**config.mk**
```make
export PLATFORM = sky130hd
export DESIGN_NAME = cp0_timer_irq
export DESIGN_NICKNAME = d
export VERILOG_FILES = /design/src/rtl/cp0_timer_irq.sv
export SDC_FILE = /design/constraint.sdc
export NUM_CORES = 1
export LEC_CHECK = 0
export BUFFER_PORTS_ARGS = -buffer_cell sky130_fd_sc_hd__buf_2
export CORE_ASPECT_RATIO = 1.75
export CORE_MARGIN = 10
export CORE_UTILIZATION = 52
export CTS_BUF_LIST = sky130_fd_sc_hd__clkbuf_4
export DETAILED_ROUTE_END_ITERATION = 8
export GPL_TIMING_DRIVEN = 0
export HOLD_SLACK_MARGIN = 0.02
export PLACE_DENSITY = 0.83
export SYNTH_ARGS = -nofsm -noshare
export SYNTH_HDL_FRONTEND = slang
export SYNTH_SLANG_ARGS = --single-unit
```
**constraint.sdc**
```tcl
create_clock -name clk -period 1.9 [get_ports clk]
set_input_delay 0.19 -clock clk [delete_from_list [all_inputs] [get_ports clk]]
set_output_delay 0.19 -clock clk [all_outputs]
set_load 0.05 [all_outputs]
```
**src/rtl/cp0_timer_irq.sv**
```systemverilog
// CP0 timer and interrupt collection: Count with prescaler, up to four sticky
// Compare channels, and synchronised external lines with per-line level/edge mode.
`timescale 1ns/1ps

module cp0_timer_irq #(
    parameter int NUM_CMP     = 1,
    parameter int PRESCALE    = 2,
    parameter int NUM_HWINT   = 6,
    parameter int SYNC_STAGES = 2
) (
    input  logic                 clk,
    input  logic                 resetn,
    input  logic [NUM_HWINT-1:0] int_in,
    input  logic                 wr_en,
    input  logic [7:0]           wr_addr,
    input  logic [31:0]          wr_data,
    input  logic [7:0]           rd_addr,
    output logic [31:0]          rd_data,
    output logic [5:0]           ip,
    output logic [NUM_CMP-1:0]   timer_pending,
    output logic                 ti
);

    localparam logic [7:0] ADDR_COUNT   = 8'h48;
    localparam logic [7:0] ADDR_CMP0    = 8'h58;
    localparam logic [7:0] ADDR_INTMODE = 8'hB0;
    localparam int         PW           = (PRESCALE > 1) ? $clog2(PRESCALE) : 1;
    localparam logic [PW-1:0] PRE_LAST  = PW'(PRESCALE - 1);

    // wr_en is a single-cycle strobe sampled on the rising edge; there is no
    // back-pressure, every strobed write is accepted in that cycle.
    logic               wr_count;
    logic               wr_intmode;
    logic [NUM_CMP-1:0] wr_cmp;

    always_comb begin
        wr_count   = wr_en && (wr_addr == ADDR_COUNT);
        wr_intmode = wr_en && (wr_addr == ADDR_INTMODE);
        wr_cmp     = '0;
        for (int k = 0; k < NUM_CMP; k++) begin
            wr_cmp[k] = wr_en && (wr_addr == ADDR_CMP0 + 8'(k));
        end
    end

    // Count and prescaler
    logic [PW-1:0] prescale_q;
    logic [31:0]   count_q;

    always_ff @(posedge clk or negedge resetn) begin
        if (!resetn) begin
            prescale_q <= '0;
            count_q    <= '0;
        end else if (wr_count) begin
            prescale_q <= '0;
            count_q    <= wr_data;
        end else if (prescale_q == PRE_LAST) begin
            prescale_q <= '0;
            count_q    <= count_q + 32'd1;
        end else begin
            prescale_q <= prescale_q + PW'(1);
        end
    end

    // Compare channels; a write to Compare k clears its flag even on a match cycle.
    logic [31:0]        compare_q [NUM_CMP];
    logic [NUM_CMP-1:0] pending_q;

    always_ff @(posedge clk or negedge resetn) begin
        if (!resetn) begin
            for (int k = 0; k < NUM_CMP; k++) begin
                compare_q[k] <= '1;
            end
            pending_q <= '0;
        end else begin
            for (int k = 0; k < NUM_CMP; k++) begin
                if (wr_cmp[k]) begin
                    compare_q[k] <= wr_data;
                    pending_q[k] <= 1'b0;
                end else if (count_q == compare_q[k]) begin
                    pending_q[k] <= 1'b1;
                end
            end
        end
    end

    assign timer_pending = pending_q;
    assign ti            = |pending_q;

    // External line synchroniser, edge detector and edge latches
    logic [NUM_HWINT-1:0] sync_q [SYNC_STAGES];
    logic [NUM_HWINT-1:0] prev_q;
    logic [NUM_HWINT-1:0] mode_q;
    logic [NUM_HWINT-1:0] latch_q;
    logic [NUM_HWINT-1:0] sync_s;
    logic [NUM_HWINT-1:0] rise;
    logic [NUM_HWINT-1:0] clr;

    assign sync_s = sync_q[SYNC_STAGES-1];
    // Only lines already in edge mode latch, so a line switched to edge mode
    // reports rising edges from then on, never stale history.
    assign rise   = mode_q & sync_s & ~prev_q;
    assign clr    = wr_intmode ? wr_data[16 +: NUM_HWINT] : '0;

    always_ff @(posedge clk or negedge resetn) begin
        if (!resetn) begin
            for (int s = 0; s < SYNC_STAGES; s++) begin
                sync_q[s] <= '0;
            end
            prev_q  <= '0;
            mode_q  <= '0;
            latch_q <= '0;
        end else begin
            sync_q[0] <= int_in;
            for (int s = 1; s < SYNC_STAGES; s++) begin
                sync_q[s] <= sync_q[s-1];
            end
            prev_q  <= sync_s;
            latch_q <= rise | (latch_q & ~clr);
            if (wr_intmode) begin
                mode_q <= wr_data[NUM_HWINT-1:0];
            end
        end
    end

    // Cause.IP[7:2]; lines beyond NUM_HWINT stay 0, IP7 also carries the timer.
    logic [NUM_HWINT-1:0] line_ip;
    logic [5:0]           hw_ip;

    assign line_ip = (mode_q & latch_q) | (~mode_q & sync_s);

    always_comb begin
        hw_ip                  = '0;
        hw_ip[NUM_HWINT-1:0]   = line_ip;
    end

    assign ip = hw_ip | {ti, 5'b0};

    // Read mux, combinational from registers
    always_comb begin
        rd_data = '0;
        case (rd_addr)
            ADDR_COUNT: rd_data = count_q;
            ADDR_INTMODE: begin
                rd_data[NUM_HWINT-1:0]   = mode_q;
                rd_data[16 +: NUM_HWINT] = latch_q;
            end
            default: begin
                for (int k = 0; k < NUM_CMP; k++) begin
                    if (rd_addr == ADDR_CMP0 + 8'(k)) begin
                        rd_data = compare_q[k];
                    end
                end
            end
        endcase
    end

endmodule

```
# [Word level (Yosys, flattened, before mapping)]
# Index checks and enable logic that the tools add are counted.
[totals] regBits=96 input_bits=57 out_inout_bits=40 elab_cells=46
[op_classes] n_addsub=2 n_eq_ne=7 mux=12 n_bitwise=11 n_reduce_logical=5
[ops] operator="$mux W32" n=3
[ops] operator="$pmux W10 S2" n=2
[ops] operator="$add A32 B1 Y32 const B" n=1
[ops] operator="$eq A32 B32 Y1" n=1
[ops] operator="$eq A8 B7 Y1 const B" n=4
[ops] operator="$and A6 B6 Y6" n=5
[ops] operator="$pmux W6 S2" n=2
[ops] operator="$not A6 Y6" n=3
[ops] operator="$or A6 B6 Y6" n=3
[ops] operator="$eq A8 B8 Y1 const B" n=2
[ops] operator="$mux W6" n=1
[ops] operator="$mux W1" n=4
[ops] operator="$reduce_bool A2 Y1" n=2
[ops] operator="$logic_and A1 B1 Y1" n=3
[ops] operator="$add A1 B1 Y1 const B" n=1

# [Longest topological paths before layout]
# Gate-level depths: netlist of the first run.
[logic_depth] ltp_word=6 depth_mapped=7 depth_no_buf=6

# [Worst setup path before layout of the first run]
# No wires, ideal clock.
[synth_path] kind="register to register" start="reg count_q[0]" end="reg count_q[30]" setup_time_ns=0.069 arrival_ns=1.744 t_required_ns=1.831 slack_ns=0.087 path_stages_with_launch=7 n_path_buf=0 synth_period_minus_slack_ns=1.813 cell_sequence="dfrtp_1 ha_1 nand3_1 nor4_4 nand2_1 or4_1 nand3_1"
[synth_between] elab_chain_cells=3
[synth_lines] element="start: declaration" line_no="47" text="logic [31:0] count_q;"
[synth_lines] element="start signal: assignment" line_no="55" text="count_q <= wr_data;"
[synth_lines] element="start signal: assignment" line_no="58" text="count_q <= count_q + 32'd1;"
[synth_lines] element="$add A32 B1 Y32" line_no="58"
[synth_lines] element="$mux W32" line_no="56" text="end else if (prescale_q == PRE_LAST) begin"
[synth_lines] element="$mux W32" line_no="53" text="end else if (wr_count) begin"
# Every way passes these cells. The select of a mux whose other input is x is not followed.
# A chain may end at the register's enable or synchronous reset.

# [Final worst setup path of the first run]
[layout_path] start="reg count_q[21]" end="out rd_data[21]"
[layout_between] elab_chain_cells=1
[layout_lines] element="$pmux W6 S2" line_no="141" text="case (rd_addr)"
[layout_lines] element="end: declaration" line_no="18" text="output logic [31:0] rd_data,"
# Every way passes these cells.

==> results of run 1 <==
[final timing paths]
path                                              to  slack (ps)  cells after the start
max                                      rd_data[21]          40                      4
min                            mode_q[5]$_DFFE_PN0N_         120                      3
max reg2reg                  count_q[25]$_DFFE_PN0N_          70                      6
min reg2reg                      sync_s[5]$_DFF_PN0_         360                      0
max in group asynchronous  compare_q[23]$_DFFE_PN1P_         890                      3
min in group asynchronous    count_q[15]$_DFFE_PN0N_         240                      2
[through the flow]
step / hold slack, ps / setup TNS [ps]
floorplan: -106 / 0
global placement: 297 / -37960
detailed placement: 259 / -28180
CTS: 110 / 0
global route: 116 / -360
finish: 116 / 0
[synthesized netlist by cell type (all sizes together) (2+ instances only)]
cell type	count
nor4	4
a21oi	3
buf	19
or3	2
inv	15
a22o	20
xor2	19
a31oi	2
or4	4
dfrtp	64
nor2	12
nand4	18
and3	8
xnor2	39
a222oi	12
nand2	60
mux2	43
nor3	5
dfstp	32
nand3	19
o211ai	3
clkbuf	9
o21ai	33
[cell type report]
class                           count  area (sq um)
Antenna cell                        1          2.50
Buffer                             28           215
Clock buffer                       11          82.6
Clock inverter                      5          26.3
Fill cell                         663          2830
Inverter                           15          56.3
Multi-Input combinational cell    318          2360
Sequential cell                    96          2450
Tap cell                          122           153
Timing Repair Buffer              160          1180
[per-layer routing]
layer,global-route usage,up-vias,wire length (microns)
met5,0,-,0
met4,0.144,0,813
met3,0.0428,70,1070
met2,0.364,261,7910
met1,0.210,2130,5180
li1,-,1978,-
[state kept, by name, indices dropped and copies added, names as in the netlist]
name        flops
compare_q      32
sync_q          6
ti              1
latch_q         6
prev_q          6
mode_q          6
sync_s          6
prescale_q      1
count_q        32
[placed cells by master (no fill, tap or decap), drive strengths merged]
master | Yosys | layout
xnor2 | 39 | 39
nand4 | 18 | 18
mux2i | 1 | 1
a21oi | 3 | 3
buf | 19 | 132
nor4bb | 1 | 1
o21ai | 33 | 33
nor2b | 1 | 1
ha | 1 | 1
xor2 | 19 | 19
or4b | 1 | 1
clkinv | 0 | 5
a222oi | 12 | 12
nand2 | 60 | 60
clkbuf | 9 | 27
o31ai | 1 | 1
and2 | 1 | 1
nand4bb | 1 | 1
nor2 | 12 | 12
dfrtp | 64 | 64
mux2 | 43 | 43
a22o | 20 | 20
diode | 0 | 1
or2 | 1 | 1
nor3b | 1 | 1
dlygate4sd3 | 0 | 40
or3 | 2 | 2
inv | 15 | 15
nor3 | 5 | 5
o211ai | 3 | 3
a211o | 1 | 1
and4b | 1 | 1
nor4 | 4 | 4
or4 | 4 | 4
and3 | 8 | 8
a31oi | 2 | 2
nand3 | 19 | 19
dfstp | 32 | 32
[worst reg2reg max path, stage by stage, from the launching register on]
cell and delay (ps):
sky130_fd_sc_hd__dfrtp_1 510, sky130_fd_sc_hd__and3_4 230, sky130_fd_sc_hd__and3_4 200, sky130_fd_sc_hd__buf_6 150
sky130_fd_sc_hd__nand3_2 120, sky130_fd_sc_hd__or4_1 480, sky130_fd_sc_hd__nand3_1 90
[repair_timing]
item / 4_1_cts / 5_1_grt
pin swaps: 6 / 18
hold buffers: 40 / 0
resized for setup: 28 / 77
buffers inserted: 8 / 15
endpoints found under the hold margin: 117 / 0
setup endpoints to repair: 42 / 44
[power breakdown]
part           internal, uW  leakage [uW]  switching [uW]  total (uW)
registers              2260       0.00112             218        2480
logic                   454       0.00172             465         919
clock network           289     0.0000657             680         969
[cell families after synthesis]
group           share of synthesized area
compound gates                      0.107
flops                               0.495
xor+xnor                            0.103
fa+ha+maj                         0.00253
mux                                 0.100
buf+inv                            0.0418
simple gates                        0.151
==> impl_metrics.ini, run 1 <==
[global_routing]
antenna_found_initial = 1
gr-total-overflow = 0
track_usage = 0.207
grt_max_degree = 51
grt_pass1_wl_mm = 22.6
first_global_vias = 4556

[pwr]
design_power_uw = 4360
p_per_area_nw_per_um2 = 669
power.static_leakage_uw = 0.00290
worst_ir_drop_vdd_mv = 0.504

[placement]
dpl.hpwl_mm = 10.6
dp_worst_setup_slack_ps = -676
buffer_ports.inserted = 96
post_dp_cell_area_sq_um = 5600
gp_routability_congestion = 0.894
post-place-cells = 676

[sta]
final_min_period_over_clock_period = 0.979
finalCriticalPeriod_ps = 1860
fmaxAchievable_mhz = 538
finalSetupViolCount = 0
setup_repair_after_global_routing_missed_its_margin = yes
drv_slew = 0
worst_slack_ps = 39.6
maxSlewHeadroom = 0.563
timing_hold_violations_final = 0
max_slew.worst_pin.slew_ps = 656
clock_skew_ps = 32.5

[setup_path]
arrival_time_worst_endpoint_ps = 1670
cp-start-kind = flop
slowest_stage = sky130_fd_sc_hd__dfrtp_1
critical_path_end_type = primary output
timing.critical_path.required_ps = 1710
cp_num_buf_inv = 3
setup.worst_path.start = count_q[21]$_DFFE_PN0N_
worstPathCellList = buf_6 > a222oi_1 > inv_1 > buf_6
worst_path_dominant_cell_family = flip-flops
crit_path_max_fanout = 5
critical_path.most_common_cell = sky130_fd_sc_hd__buf_6
critPathMaxStageDelay_ps = 400
setup.worst_path.class = reg2out
critical_path.reg2reg.startpoint = count_q[4]$_DFFE_PN0N_

[routing]
detail_route.vias_per_cell = 5.87
first_pass_iters = 6
antenna_violating_nets_post_route = 0
detailedRoute.firstIterationViolations = 466
drcViolationCount = 0
detailed_route_wire_length_mm = 15.0
wl_per_cell_microns = 19.8
via_count = 4439

[floorplanning]
design.portCount = 97
fp.dieH_microns = 149
floorplan.initialDensity = 0.528
core_region_area_sq_um = 9350
dieWidth_microns = 93.7
floorplan.die_area_sq_um = 13900
num_rows = 47

[cts]
clk_root_buffer_cell = sky130_fd_sc_hd__clkbuf_4
tritoncts = done
cts_inserted_buffers = 9
clk_transition_reported_paths_ps = 140
worst_skew_pair_latency_ps = 490
clock-sinks = 96
cts.htree.levels = 3
clockBufferDepth = 2

[yosys]
synth_cell_type_count = 48
syn-num-nets = 515
syn-cell-area_sq_um = 4940
ys_ff_latch = 96
synthArstFlopShare = 1.00
synth_enable_flop_cells = 0
synth_cells = 457
netlist.top_cell.by_area = sky130_fd_sc_hd__dfrtp_1
yosys-top-cells-area = sky130_fd_sc_hd__dfrtp_1, sky130_fd_sc_hd__dfstp_2, sky130_fd_sc_hd__mux2_2
synth.yosys.warnings = 0
synth.top_cell.area_share = 0.324
synthFlopType = sky130_fd_sc_hd__dfrtp_1
syn_area_per_cell_sq_um = 10.8
sequential_area_share_after_synthesis = 0.495

[cells_and_area]
utilization = 0.698
syn_to_final_growth_pct = 32.1
finalNonFillerCells = 756
layout-drive-gt1-share = 0.415
finalInstanceArea_sq_um = 6520
final_net_count = 686

[hold_path]
holdCritPathClass = in2reg
hold_path_startpoint = wr_addr[3]

[job]
timing.max_cap.violations = 0

[status]
run_status = finished clean
No activity file was read; power rests on OpenSTA's default activity.
==> run 2, diff against run 1 <==
Settings changed: CORE_MARGIN 10 to 5.
==> run 2 against run 1 <==
Compared with the run above:
- the run now ends with negative setup slack left
- sequential power is essentially flat
- cell count decreased by 1.2%
- clock skew decreased by 8.3 ps
- sequential share of layout area increased by 0.59 points
- critical path depth is 3 higher
- count of clock-buffer cells in the layout down 1
- non-clock buffer count is 9 lower
- critical path type is now in2out
- critical endpoint is now rd_data[14]
- largest cell class unchanged
- largest power group unchanged
- highest routed layer unchanged
==> impl_metrics.ini, run 2 (synthesized netlist as in run 1, its figures left out) <==
[status]
run_status = complete, but fails checks
violations = negative setup slack

[setup_path]
worstPathCellList = buf_2 > nor2_1 > nand4_1 > nor3_4 > clkbuf_4 > a22o_2 > buf_2
worst_path_dominant_cell_family = buffers and inverters
crit_path_max_fanout = 10
cp-start-kind = input port
setup.worst_path.class = in2out
timing.critical_path.required_ps = 1710
arrival_time_worst_endpoint_ps = 1720
critPathMaxStageDelay_ps = 320
slowest_stage = sky130_fd_sc_hd__nor3_4
critical_path.most_common_cell = sky130_fd_sc_hd__buf_2
reg2reg_slack_ps = 50
cp_num_buf_inv = 3
critical_path_end_type = primary output

[routing]
drcViolationCount = 0
detailedRoute.firstIterationViolations = 416
wl_per_cell_microns = 19.0
detail_route.vias_per_cell = 5.86
antenna_violating_nets_post_route = 0
first_pass_iters = 6
detailed_route_wire_length_mm = 14.2
via_count = 4375

[cells_and_area]
final_net_count = 677
syn_to_final_growth_pct = 30.1
most-common-layout-cells = sky130_fd_sc_hd__buf_2, sky130_fd_sc_hd__nand2_1, sky130_fd_sc_hd__dfrtp_1, sky130_fd_sc_hd__mux2_2, sky130_fd_sc_hd__dlygate4sd3_1
biggest_regs = compare_q: 32 flops, count_q: 32 flops
layout-drive-gt1-share = 0.404
layout.cells.most_common = sky130_fd_sc_hd__buf_2

[sta]
fin_setup_tns_ps = -36.3
drv_slew = 0
finalSetupViolCount = 4
finalCriticalPeriod_ps = 1910
timing_hold_violations_final = 0
clock_skew_ps = 24.2
final_min_period_over_clock_period = 1.01
worst_slack_ps = -13.3
maxSlewHeadroom = 0.660
max_slew.worst_pin.slew_ps = 505
fmaxAchievable_mhz = 523

[cts]
clk_transition_reported_paths_ps = 150
cts.htree.levels = 3
clockBufferDepth = 2
tritoncts = done
clock-sinks = 96
cts_inserted_buffers = 9
clk_root_buffer_cell = sky130_fd_sc_hd__clkbuf_4
worst_skew_pair_latency_ps = 470

[hold_path]
holdCritPathClass = in2async

[placement]
gp_routability_congestion = 0.908
buffer_ports.inserted = 96
dpl.hpwl_mm = 9.98

[floorplanning]
floorplan.die_area_sq_um = 11600
dieWidth_microns = 83.7
design.portCount = 97
fp.dieH_microns = 139
core_region_area_sq_um = 9410
floorplan.initialDensity = 0.525
num_rows = 47

[global_routing]
track_usage = 0.242
grt_max_degree = 76
gr-total-overflow = 0
antenna_found_initial = 1
first_global_vias = 4474
grt_pass1_wl_mm = 22.3

[pwr]
p_per_area_nw_per_um2 = 696
power.static_leakage_uw = 0.00286
worst_ir_drop_vdd_mv = 0.611
design_power_uw = 4470

[job]
timing.max_cap.violations = 0
[run 2: cell count changes in the layout (fill, tap and decap cells not counted), sizes merged]
cell,change
clkbuf,-4
buf,-6
bufinv,+1
[run 2: final timing paths]
kind,cells after the start,end,from
max in group asynchronous,3,compare_q[19]$_DFFE_PN1P_,resetn
setup reg to reg,7,count_q[16]$_DFFE_PN0N_,count_q[8]$_DFFE_PN0N_
hold reg to reg,0,sync_s[5]$_DFF_PN0_,sync_q[11]$_DFF_PN0_
min in group clk,3,mode_q[5]$_DFFE_PN0N_,wr_addr[3]
setup / recovery,7,rd_data[14],rd_addr[7]
hold / removal,2,count_q[24]$_DFFE_PN0N_,resetn
[run 2: worst register-to-register path, delay by kind of cell, from the launching register on]
kind                      cells  cell delay [ps]
DFF                           1              460
and+or+nand+nor               3              600
AOI/OAI and AO/OA             1              160
xor gates and xnor gates      1              160
buffers and inverters         2              390
[run 2: per-stage QoR]
step | instance area (sq um) | utilization | setup WS [ps] | hold slack (ps) | instances
finish | 6430 | 0.683 | -13.3 | 137 | 747
global route | 6430 | 0.683 | -80.4 | 135 | 747
CTS | 6240 | 0.663 | 1.00 | 114 | 738
detailed placement | 5600 | 0.595 | -660 | 108 | 676
global placement | 5570 | 0.592 | -660 | 298 | 675
floorplan | 4940 | - | 87.4 | -106 | 457
[run 2: what timing repair did]
| item | CTS | global route |
|---|---|---|
| hold buffers | 40 | 0 |
| endpoints found under the setup margin | 43 | 43 |
| pin swaps | 3 | 15 |
| hold endpoints to repair | 149 | 0 |
| setup buffers | 6 | 8 |
| gates resized for setup | 20 | 60 |
[run 2: layout make-up]
cell class              instances  area, sq um
diodes                          1         2.50
plain buffers                  28          199
clock buffers                  10         75.1
clock inverters                 6         60.1
fillers                       701         2980
inverters                      15         56.3
multi-input cells             318         2350
flip-flops and latches         96         2450
well taps                     122          153
repair buffers                151         1080
[run 2: layer usage]
layer	part of all wire	GRT usage	vias up
met5	0	0	-
met4	0.047	0.144	0
met3	0.057	0.0375	55
met2	0.55	0.434	205
met1	0.35	0.264	2144
li1	-	-	1971
[run 2: power by group]
part	leakage, uW	internal (uW)	switching, uW
sequential	0.00112	2260	215
clock	0.0000754	410	672
combinational	0.00167	446	468
total	0.00286	3120	1360
==> run 3, diff against run 2 <==
Settings changed: RECOVER_POWER set to 100.
==> run 3 against run 2 <==
Compared with the run above:
- the flow still finishes with violations (negative setup slack)
- utilization down 0.16 points
- total power is essentially flat
- register-to-register slack barely moved
- global-route usage stayed put
- first-iteration DRC count decreased by 8.2%
- cell count is the same
- count of clock-buffer cells in the layout unchanged
- fmax up 0.42%
- worst hold slack improved by 39 ps
- critical path type unchanged
==> impl_metrics.ini, run 3 (synthesized netlist as in run 1, its figures left out) <==
[cells_and_area]
finalInstanceArea_sq_um = 6410
syn_to_final_growth_pct = 29.8
finalNonFillerCells = 747
final_net_count = 677
most-common-layout-cells = sky130_fd_sc_hd__buf_2, sky130_fd_sc_hd__nand2_1, sky130_fd_sc_hd__dfrtp_1, sky130_fd_sc_hd__mux2_2, sky130_fd_sc_hd__dlygate4sd3_1
biggest_regs = compare_q: 32 flops, count_q: 32 flops
layout-drive-gt1-share = 0.393
layout.cells.most_common = sky130_fd_sc_hd__buf_2

[job]
timing.max_cap.violations = 0

[sta]
clock_skew_ps = 24.0
worst_slack_ps = -5.36
finalCriticalPeriod_ps = 1910
maxSlewHeadroom = 0.0859
final_min_period_over_clock_period = 1.00
fin_setup_tns_ps = -12.4
drv_slew = 0
finalSetupViolCount = 3
max_slew.worst_pin.slew_ps = 1370
fmaxAchievable_mhz = 525
timing_hold_violations_final = 0

[hold_path]
holdCritPathClass = in2reg

[setup_path]
setup.worst_path.class = in2out
timing.critical_path.required_ps = 1710
crit_path_max_fanout = 10
critical_path_end_type = primary output
arrival_time_worst_endpoint_ps = 1720
cp-start-kind = input port

[global_routing]
grt_max_degree = 76
antenna_found_initial = 1
first_global_vias = 4474
gr-total-overflow = 0
track_usage = 0.242
grt_pass1_wl_mm = 22.3

[routing]
detail_route.vias_per_cell = 5.82
first_pass_iters = 7
drcViolationCount = 0
wl_per_cell_microns = 19.0
antenna_violating_nets_post_route = 0
via_count = 4344
detailedRoute.firstIterationViolations = 382
detailed_route_wire_length_mm = 14.2

[pwr]
worst_ir_drop_vdd_mv = 0.613
p_per_area_nw_per_um2 = 697
power.static_leakage_uw = 0.00286
design_power_uw = 4470

[placement]
dp_worst_setup_slack_ps = -660
post-place-cells = 676
dpl.hpwl_mm = 9.98
gp_routability_congestion = 0.908
post_dp_cell_area_sq_um = 5600
buffer_ports.inserted = 96

[floorplanning]
dieWidth_microns = 83.7
core_region_area_sq_um = 9410
floorplan.initialDensity = 0.525
floorplan.die_area_sq_um = 11600
design.portCount = 97
num_rows = 47
fp.dieH_microns = 139

[cts]
worst_skew_pair_latency_ps = 470
tritoncts = done
clk_root_buffer_cell = sky130_fd_sc_hd__clkbuf_4
clk_transition_reported_paths_ps = 130
clockBufferDepth = 2
clock-sinks = 96
cts_inserted_buffers = 9
cts.htree.levels = 3

[status]
run_status = complete, but fails checks
violations = negative setup slack
run 3: layer usage:
layer  track usage  vias to the layer above  part of all wire
li1              -                     1967                 -
met1         0.264                     2131              0.35
met2         0.434                      197              0.55
met3        0.0375                       49             0.055
met4         0.144                        0             0.045
met5             0                        -                 0
run 3: final timing paths:
| kind | start | end | slack [ps] | cells after the start |
|---|---|---|---|---|
| worst max-delay path | rd_addr[7] | rd_data[22] | -5 | 7 |
| worst min-delay path | wr_addr[3] | mode_q[5]$_DFFE_PN0N_ | 180 | 3 |
| worst max register to register | count_q[8]$_DFFE_PN0N_ | count_q[16]$_DFFE_PN0N_ | 50 | 7 |
| worst min register to register | sync_q[11]$_DFF_PN0_ | sync_s[5]$_DFF_PN0_ | 360 | 0 |
| max in group asynchronous | resetn | compare_q[28]$_DFFE_PN1P_ | 300 | 3 |
| min in group asynchronous | resetn | count_q[21]$_DFFE_PN0N_ | 540 | 2 |
run 3: where the power goes:
part / switching [uW] / internal, uW / total (uW)
registers: 216 / 2260 / 2470
clock network: 674 / 411 / 1080
logic: 468 / 442 / 910
total: 1360 / 3110 / 4470
run 3: per-stage QoR:
stage                     utilization  hold WS [ps]
final                           0.681           176
after global routing            0.681           174
after CTS                       0.663           114
after detailed placement        0.595           108
after global placement          0.592           298
after floorplan                     -          -106
run 3: area by class of cell:
type,count,area (sq um)
inverters,15,56.3
flip-flops and latches,96,2450
multi-input cells,318,2340
clock inverters,6,60.1
fillers,704,3000
clock buffers,10,75.1
well taps,122,153
plain buffers,28,198
diodes,1,2.50
repair buffers,151,1080
run 3: critical path, stage by stage:
cell and delay (ps):
sky130_fd_sc_hd__buf_2 100, sky130_fd_sc_hd__nor2_1 110, sky130_fd_sc_hd__nand4_1 250, sky130_fd_sc_hd__nor3_4 320, sky130_fd_sc_hd__clkbuf_4 290, sky130_fd_sc_hd__a22o_1 180, sky130_fd_sc_hd__buf_2 260
run 3: timing repair:
item / CTS / global route
setup endpoints to repair: 43 / 43
setup buffers: 6 / 8
hold buffers: 40 / 0
hold endpoints to repair: 149 / 0
pin swaps: 3 / 15
resized for setup: 20 / 60
